===== config.mk =====
export PLATFORM = sky130hd
export DESIGN_NAME = conv_output_collector
export DESIGN_NICKNAME = d
export VERILOG_FILES = /design/src/rtl/conv_pkg.sv /design/src/rtl/sync_fifo.sv /design/src/rtl/conv_output_collector.sv
export SDC_FILE = /design/constraint.sdc
export NUM_CORES = 2
export LEC_CHECK = 0
export BUFFER_PORTS_ARGS = -buffer_cell sky130_fd_sc_hd__buf_2
export CAP_MARGIN = 10
export CELL_PAD_IN_SITES_DETAIL_PLACEMENT = 1
export CELL_PAD_IN_SITES_GLOBAL_PLACEMENT = 1
export CORE_MARGIN = 4
export CORE_UTILIZATION = 47
export DETAILED_ROUTE_END_ITERATION = 6
export GPL_ROUTABILITY_DRIVEN = 0
export GPL_TIMING_DRIVEN = 0
export HOLD_SLACK_MARGIN = 0.15
export PLACE_DENSITY = 0.82
export SYNTH_ARGS = -nofsm -noshare
export SYNTH_HDL_FRONTEND = slang
export SYNTH_SLANG_ARGS = --single-unit

===== constraint.sdc =====
create_clock -name clk -period 3.6 [get_ports clk]
set_input_delay 0.36 -clock clk [delete_from_list [all_inputs] [get_ports clk]]
set_output_delay 0.36 -clock clk [all_outputs]
set_load 0.05 [all_outputs]

===== src/rtl/conv_pkg.sv =====
// Shared types for the convolution output path: the FIFO entry layout and the
// per-layer result count.
package conv_pkg;

    localparam int ENTRY_DATA_W  = 32;
    localparam int ENTRY_COORD_W = 32;

    typedef struct packed {
        logic [ENTRY_DATA_W-1:0]  data;
        logic [ENTRY_COORD_W-1:0] x;
        logic [ENTRY_COORD_W-1:0] y;
        logic [ENTRY_COORD_W-1:0] ch;
    } output_entry_t;

    function automatic logic [63:0] total_outputs(input int unsigned w,
                                                  input int unsigned h,
                                                  input int unsigned c);
        return 64'(w) * 64'(h) * 64'(c);
    endfunction

endpackage


===== src/rtl/sync_fifo.sv =====
// First-word-fall-through FIFO with wrap-bit pointers and a synchronous flush
// that still accepts a same-cycle push as the first entry.
module sync_fifo #(
    parameter int WIDTH = 8,
    parameter int DEPTH = 8,
    localparam int IDX_W = $clog2(DEPTH),
    localparam int PTR_W = IDX_W + 1
) (
    input  logic             clk,
    input  logic             arst_n_in,
    input  logic             flush,
    input  logic             push,
    input  logic             pop,
    input  logic [WIDTH-1:0] wdata,
    output logic [WIDTH-1:0] rdata,
    output logic             full,
    output logic             empty,
    output logic [PTR_W-1:0] level
);

    logic [WIDTH-1:0] mem_q [DEPTH];
    logic [WIDTH-1:0] mem_d [DEPTH];
    logic [PTR_W-1:0] wptr_q, wptr_d;
    logic [PTR_W-1:0] rptr_q, rptr_d;

    always_comb begin
        mem_d  = mem_q;
        wptr_d = wptr_q;
        rptr_d = rptr_q;
        if (flush) begin
            rptr_d = '0;
            wptr_d = '0;
        end else if (pop) begin
            rptr_d = rptr_q + 1'b1;
        end
        // the write lands after any flush, so a flushing push becomes entry 0
        if (push) begin
            mem_d[wptr_d[IDX_W-1:0]] = wdata;
            wptr_d = wptr_d + 1'b1;
        end
    end

    always_ff @(posedge clk or negedge arst_n_in) begin
        if (!arst_n_in) begin
            wptr_q <= '0;
            rptr_q <= '0;
            mem_q  <= '{default: '0};
        end else begin
            wptr_q <= wptr_d;
            rptr_q <= rptr_d;
            mem_q  <= mem_d;
        end
    end

    assign empty = (wptr_q == rptr_q);
    assign full  = (wptr_q[IDX_W-1:0] == rptr_q[IDX_W-1:0]) && (wptr_q[IDX_W] != rptr_q[IDX_W]);
    assign level = wptr_q - rptr_q;
    assign rdata = mem_q[rptr_q[IDX_W-1:0]];

endmodule


===== src/rtl/conv_output_collector.sv =====
// Buffers finished output pixels from the MAC datapath and drains them to the
// host; tracks delivered count, last-of-layer, overflow and done.
module conv_output_collector
    import conv_pkg::*;
#(
    parameter int DATA_WIDTH         = 32,
    parameter int COORD_WIDTH        = 32,
    parameter int FIFO_DEPTH         = 8,
    parameter int FEATURE_MAP_WIDTH  = 1024,
    parameter int FEATURE_MAP_HEIGHT = 1024,
    parameter int OUTPUT_NB_CHANNELS = 64,
    localparam int LVL_W = $clog2(FIFO_DEPTH) + 1
) (
    input  logic                   clk,
    input  logic                   arst_n_in,
    input  logic                   start,
    input  logic                   in_valid,
    input  logic [DATA_WIDTH-1:0]  in_data,
    input  logic [COORD_WIDTH-1:0] in_x,
    input  logic [COORD_WIDTH-1:0] in_y,
    input  logic [COORD_WIDTH-1:0] in_ch,
    output logic                   out_valid,
    input  logic                   out_ready,
    output logic [DATA_WIDTH-1:0]  out_data,
    output logic [COORD_WIDTH-1:0] out_x,
    output logic [COORD_WIDTH-1:0] out_y,
    output logic [COORD_WIDTH-1:0] out_ch,
    output logic                   out_last,
    output logic [LVL_W-1:0]       fill_level,
    output logic                   overflow,
    output logic                   done
);

    localparam logic [63:0] TOTAL = total_outputs(FEATURE_MAP_WIDTH, FEATURE_MAP_HEIGHT,
                                                  OUTPUT_NB_CHANNELS);

    output_entry_t wr_entry, rd_entry;
    logic          fifo_full, fifo_empty, push, pop;
    logic          overflow_q, overflow_d;
    logic          done_q, done_d;
    logic [63:0]   count_q, count_d;

    // entry fields are sized by the package; wider parameters are truncated
    always_comb begin
        wr_entry.data = ENTRY_DATA_W'(in_data);
        wr_entry.x    = ENTRY_COORD_W'(in_x);
        wr_entry.y    = ENTRY_COORD_W'(in_y);
        wr_entry.ch   = ENTRY_COORD_W'(in_ch);
    end

    assign out_valid = !fifo_empty;
    assign pop       = out_valid && out_ready && !start;
    assign push      = in_valid && (start || !fifo_full || pop);

    sync_fifo #(
        .WIDTH($bits(output_entry_t)),
        .DEPTH(FIFO_DEPTH)
    ) u_fifo (
        .clk      (clk),
        .arst_n_in(arst_n_in),
        .flush    (start),
        .push     (push),
        .pop      (pop),
        .wdata    (wr_entry),
        .rdata    (rd_entry),
        .full     (fifo_full),
        .empty    (fifo_empty),
        .level    (fill_level)
    );

    always_comb begin
        overflow_d = overflow_q;
        done_d     = done_q;
        count_d    = count_q;
        if (start) begin
            overflow_d = 1'b0;
            done_d     = 1'b0;
            count_d    = '0;
        end else begin
            if (in_valid && fifo_full && !pop) overflow_d = 1'b1;
            if (pop && count_q != TOTAL) count_d = count_q + 64'd1;
            if (pop && count_q == TOTAL - 64'd1) done_d = 1'b1;
        end
    end

    always_ff @(posedge clk or negedge arst_n_in) begin
        if (!arst_n_in) begin
            overflow_q <= 1'b0;
            done_q     <= 1'b0;
            count_q    <= '0;
        end else begin
            overflow_q <= overflow_d;
            done_q     <= done_d;
            count_q    <= count_d;
        end
    end

    assign overflow = overflow_q;
    assign done     = done_q;
    assign out_last = out_valid && (count_q == TOTAL - 64'd1);
    assign out_data = out_valid ? DATA_WIDTH'(rd_entry.data) : '0;
    assign out_x    = out_valid ? COORD_WIDTH'(rd_entry.x) : '0;
    assign out_y    = out_valid ? COORD_WIDTH'(rd_entry.y) : '0;
    assign out_ch   = out_valid ? COORD_WIDTH'(rd_entry.ch) : '0;

endmodule


; ---- After elaboration in Yosys (flattened, before gate mapping)
; Cells that the tools add are included.
[op_classes]
bitwise_logic = 2
order_cmp = 3
addsub = 4
eq_ne = 5
muxes = 20
reduce_logical = 20
[op_table]
columns = cell, count
row1 = $bwmux 1024, 1
row2 = $bmux 128 s3, 1
row3 = $demux 128 s3, 1
row4 = $mux 128, 3
row5 = $mux 32, 4
row6 = $mux 64, 2
row7 = $add 64x1->64 const B, 1
row8 = $eq 64x26->1 const B, 1
row9 = $ne 64x27->1 const B, 1
row10 = $mux 4, 4
row11 = $logic_and 1x1->1, 10
row12 = $add 4x1->4 const B, 2
row13 = $ge 4x4->1 const B, 2
row14 = $not 3->4, 2
row15 = $reduce_bool 2->1, 4
row16 = $eq 4x4->1, 1
row17 = $logic_not 1->1, 4
row18 = $lt 4x1->1 const B, 1
row19 = $mux 1, 4
row20 = $sub 4x4->4, 1
row21 = $eq 3x3->1, 1
row22 = $logic_or 1x1->1, 2
row23 = $ne 1x1->1, 1
[totals]
register_bits = 1098
wordCells = 67

; ---- Depth between registers and ports, before layout
[depth]
ltp_word = 8
mapped_depth = 15

; ---- Hierarchy
; From an unflattened synthesis, not the netlist that was laid out.
[hier_totals]
cells_unflattened = 3267
area_unflattened_um2 = 51932.3
[modules_own_cells]
columns = module, n_inst, area_each_um2, cells_per_inst
row1 = sync_fifo, 1, 47147.7, 2681
row2 = conv_output_collector, 1, 4784.6, 586

; ---- Worst setup path after synthesis
; No wires, ideal clock.
[synth_path]
path_type = reg2out
start = register u_fifo.rptr_q[1]
end = output port out_last
arrival_ns = 3.965
stages_incl_launch_ff = 11
path_buffers = 5
t_required_ns = 3.240
path_slack_ns = -0.725
cell_sequence = dfrtp_1 > clkbuf_1 > clkbuf_1 > buf_1 > inv_1 > ha_1 > and3_1 > and2_1 > clkbuf_1 > clkbuf_1 > nor4b_1
[synth_via]
elab_chain_cells = 3
[synth_lines]
columns = element, line
row1 = from (decl), sync_fifo.sv:24  ; logic [PTR_W-1:0] rptr_q, rptr_d;
row2 = from (signal assigned), sync_fifo.sv:50  ; rptr_q <= rptr_d;
row3 = $eq 4x4->1, sync_fifo.sv:55  ; assign empty = (wptr_q == rptr_q);
row4 = $logic_not 1->1, conv_output_collector.sv:51  ; assign out_valid = !fifo_empty;
row5 = $logic_and 1x1->1, conv_output_collector.sv:100  ; assign out_last = out_valid && (count_q == TOTAL - 64'd1);
row6 = to (decl), conv_output_collector.sv:28  ; output logic out_last,
; Every way passes these cells.

; ---- Worst setup path in the final report
[layout_path]
start = register u_fifo.rptr_q[1]
end = output port out_x[3]
[layout_via]
elab_chain_cells = 5
elab_cells_between_ends = 6
cone_classes = 1 x eq/ne / 4 x mux / 1 x bitwise
[layout_lines]
columns = element, line
row1 = $not 3->4 (implied by the code), sync_fifo.sv:58  ; assign rdata = mem_q[rptr_q[IDX_W-1:0]];
row2 = $bmux 128 s3, sync_fifo.sv:58
row3 = $mux 128 (implied by the code) (2 in series), sync_fifo.sv:58
row4 = $mux 32 (*), conv_output_collector.sv:102  ; assign out_x = out_valid ? COORD_WIDTH'(rd_entry.x) : '0;
row5 = to (decl), conv_output_collector.sv:25  ; output logic [COORD_WIDTH-1:0] out_x,
; Every way passes the cells marked *; elsewhere a longest branch is shown, timed or not. The select of a mux whose other input is x is not followed.

==> results.txt <==
Outcome: complete, no violations
Nets: 4103
Syn Nets: 3562
Synth cell types: 55
Cell area after layout: 61100 um^2
Leak: 27.1 nW
Port Buffer Count: 267
CP Capture Type: output port
Die ar.: 113000 um^2
# IOs: 269
Final Hold Vio Count: 0
Clock sinks: 1098
Clock Skews: 0.0219 ns
Dpl cell area: 53900 um^2
Reg area: 27500 um^2
Largest fanout on the critical path: 10
FFs w/ async S/R, synth: 100%
Initial DRC Count: 2449
Pwr dens: 664 nW/um^2
CP required: 3.24 ns
Fmax: 281 MHz
First-pass GRT wire length: 240 mm
Met2 usage: 47.8%
Setup TNS: 0 ns
Arr. time, crit path: 3.20 ns
Die height: 336 um
Area growth, synth to finish: 20.8%
Initial antenna violation count: 16
WL per Instance: 29.0 um
Chip Width: 336 um
Busiest grt layer: met2
H-tree Lvls: 3
Std-Cell Rows: 120
Clk_lat worst skew: 0.71 ns
Setup CP Type: reg2out
Mux cell area share after synthesis: 34.4%
Synth Instances: 3421
Synth Area in Adders: 0.213%
Vias: 33000
GRT Total Usage: 28.0%
Peak VDD IR: 0.626 mV
Vias in the first global route: 37100
Post-synth EDFFs: 0
Met1 Use GR: 36.3%
Vias/cell: 6.02
Layout cells sized above 1: 50.8%
Post-DRT Antenna Nets: 0
TritonRoute pass-1 iters: 5
CTS clock-pin slew for the worst setup and hold paths: 0.06 ns
Area of the multi-input gates: 22200 um^2
Max capacitance violation total: 0
Cell count after placement: 5101
Tmin final: 3.56 ns
TritonCTS clock tree: done
Area of the mapped netlist: 50500 um^2
Post-synthesis simple-gate area fraction: 4.92%
Pwr Total: 40.6 mW
Final Slew Violations: 0
Max Root-Sink Buffers: 3
Root buf cell: clkbuf_16
Tcrit/Tclk final: 99.0%
Setup violators final: 0
Syn. warnings: 0
Fillers: 10100
Non-filler cells in the finished layout: 5478
Slew HR: 33.9%
Measured slew at the worst slew-check pin: 0.992 ns
Total gr overflow: 0
DR DRC count: 0
Largest family of logic cells by synthesized area: multiplexers
Synth Flop Type: dfrtp_1
Met3 Track Usage GR: 4.65%
Seq/Total Area, Yosys: 54.4%
Final worst slack: 0.0370 ns
Hold Path Class: in2async
Routed wire length: 159 mm
Avg Cell Area, Syn: 14.8 um^2
Yosys reg bits: 1098
HPWL after DPL: 96.2 mm
Largest net degree at the start of global routing: 171
Compound-gate portion of the synthesized area: 2.03%
Worst setup SP type: register
Pre-CTS WS: -1.97 ns
Initial core utilization: 47.3%
XOR/XNOR Fraction of Synth Area: 0.778%
CORE AREA: 107000 um^2
CTS Buf Count: 116
## registers in the layout, indices dropped and copies added, names as in the netlist
name	flops
u_fifo.wptr_q	4
overflow	1
count_q	64
done	1
u_fifo.mem_q	1024
u_fifo.rptr_q	4
## Yosys cell counts (2+ instances only)
| cell | instances | area share, % |
|---|---|---|
| o21ai_0 | 7 | 0.069 |
| a21o_1 | 2 | 0.030 |
| a21oi_1 | 155 | 1.5 |
| or2_2 | 2 | 0.025 |
| nor4b_1 | 3 | 0.052 |
| nor2b_1 | 7 | 0.087 |
| dfrtp_1 | 1098 | 54 |
| xnor2_1 | 36 | 0.62 |
| mux2_2 | 1009 | 22 |
| buf_6 | 69 | 1.5 |
| and2_1 | 3 | 0.037 |
| and4_1 | 2 | 0.035 |
| buf_1 | 20 | 0.15 |
| mux4_2 | 256 | 11 |
| inv_1 | 18 | 0.13 |
| nand3_1 | 32 | 0.32 |
| nor3b_1 | 2 | 0.030 |
| or3_1 | 8 | 0.099 |
| nand4_4 | 3 | 0.13 |
| buf_4 | 23 | 0.34 |
| nor3_1 | 18 | 0.18 |
| or4_1 | 12 | 0.18 |
| buf_2 | 56 | 0.55 |
| o31ai_1 | 11 | 0.16 |
| mux2_1 | 22 | 0.49 |
| ha_1 | 7 | 0.17 |
| nand2_1 | 298 | 2.2 |
| xor2_1 | 7 | 0.12 |
| mux2i_1 | 2 | 0.040 |
| nand4_1 | 25 | 0.31 |
| o21ba_2 | 2 | 0.040 |
| o31a_1 | 2 | 0.035 |
| nor4_1 | 31 | 0.38 |
| a2111oi_0 | 2 | 0.035 |
| nor2_1 | 68 | 0.51 |
| a211oi_1 | 2 | 0.030 |
| nor2_2 | 3 | 0.037 |
| clkbuf_1 | 71 | 0.53 |
| nand2b_1 | 6 | 0.074 |
| and3_1 | 6 | 0.074 |
## final cells by class
type	count	area share [%]
diodes	15	0.0615
plain buffers	236	3.09
clock buffers	173	5.68
clock inverters	43	0.922
inverters	19	0.121
multi-input cells	2065	36.3
flip-flops and latches	1098	45.0
well taps	1403	2.88
repair buffers	426	5.93
## routing by layer
layer / vias to the layer above / share of wire (%)
met5: - / 0.028
met4: 6 / 4.1
met3: 352 / 5.3
met2: 1054 / 50
met1: 17900 / 40
li1: 13700 / -
## through the flow
step           hold slack, ns  utilization, %
2_1_floorplan          0.0644               -
3_3_place_gp            0.463            50.2
3_5_place_dp            0.319            50.4
4_1_cts                 0.208            57.0
5_1_grt                 0.242            57.1
6_report                0.198            57.1
## cell families after synthesis
logic type | after synthesis
mux | 1289
flops | 1098
simple gates | 536
buf+inv | 258
compound gates | 188
xor+xnor | 44
fa+ha+maj | 8
## report_power, final
part / internal (mW) / total [mW] / switching [mW]
clock network: 7.50 / 12.7 / 5.20
registers: 14.5 / 15.8 / 1.32
logic: 5.25 / 12.1 / 6.82
## worst paths after layout
kind / endpoint / cells past startpoint / slack [ns] / start
worst min register to register: u_fifo.mem_q[617]$_DFFE_PN0P_ / 1 / 0.48 / u_fifo.mem_q[617]$_DFFE_PN0P_
worst min-delay path: count_q[38]$_DFFE_PN0P_ / 2 / 0.20 / arst_n_in
worst max register to register: u_fifo.mem_q[997]$_DFFE_PN0P_ / 12 / 0.21 / u_fifo.rptr_q[1]$_DFFE_PN0P_
min in group clk: count_q[28]$_DFFE_PN0P_ / 6 / 0.30 / out_ready
max in group asynchronous: u_fifo.mem_q[438]$_DFFE_PN0P_ / 6 / 0.64 / arst_n_in
worst max-delay path: out_x[3] / 6 / 0.04 / u_fifo.rptr_q[1]$_DFFE_PN0P_
## cells in the final DEF (no fill, tap or decap), drive strengths merged, types with 3 or more instances in the layout
cell type and instances:
mux2 1031, a2111oi 3, o21ai 8, xnor2 37, nand3 32, nor4b 3, dfrtp 1098, or4 12
nor2b 7, mux4 256, inv 21, clkbuf 253, and2 3, nor3 19, dlygate4sd3 131, and3 6
nand2b 6, ha 7, or3 8, bufinv 12, diode 15, buf 450, a211oi 3, nor4 33
a21oi 155, nor2 71, clkinvlp 4, nand4 29, nand2 299, clkinv 25, xor2 7, o31ai 11
## critical path, cell delays in order (launching register included)
cell and delay (ns):
dfrtp_2 0.47, clkbuf_2 0.42, clkbuf_1 0.60, mux4_2 0.35
nand2_1 0.08, a21oi_1 0.30, buf_4 0.27
## repair_timing
item	4_1_cts	5_1_grt
setup buffers	8	2
setup endpoints to repair	1228	406
cloned	7	1
gates resized for setup	403	20
endpoints found under the hold margin	1116	0
hold buffers	131	0
(Power assumes the default switching activity.)
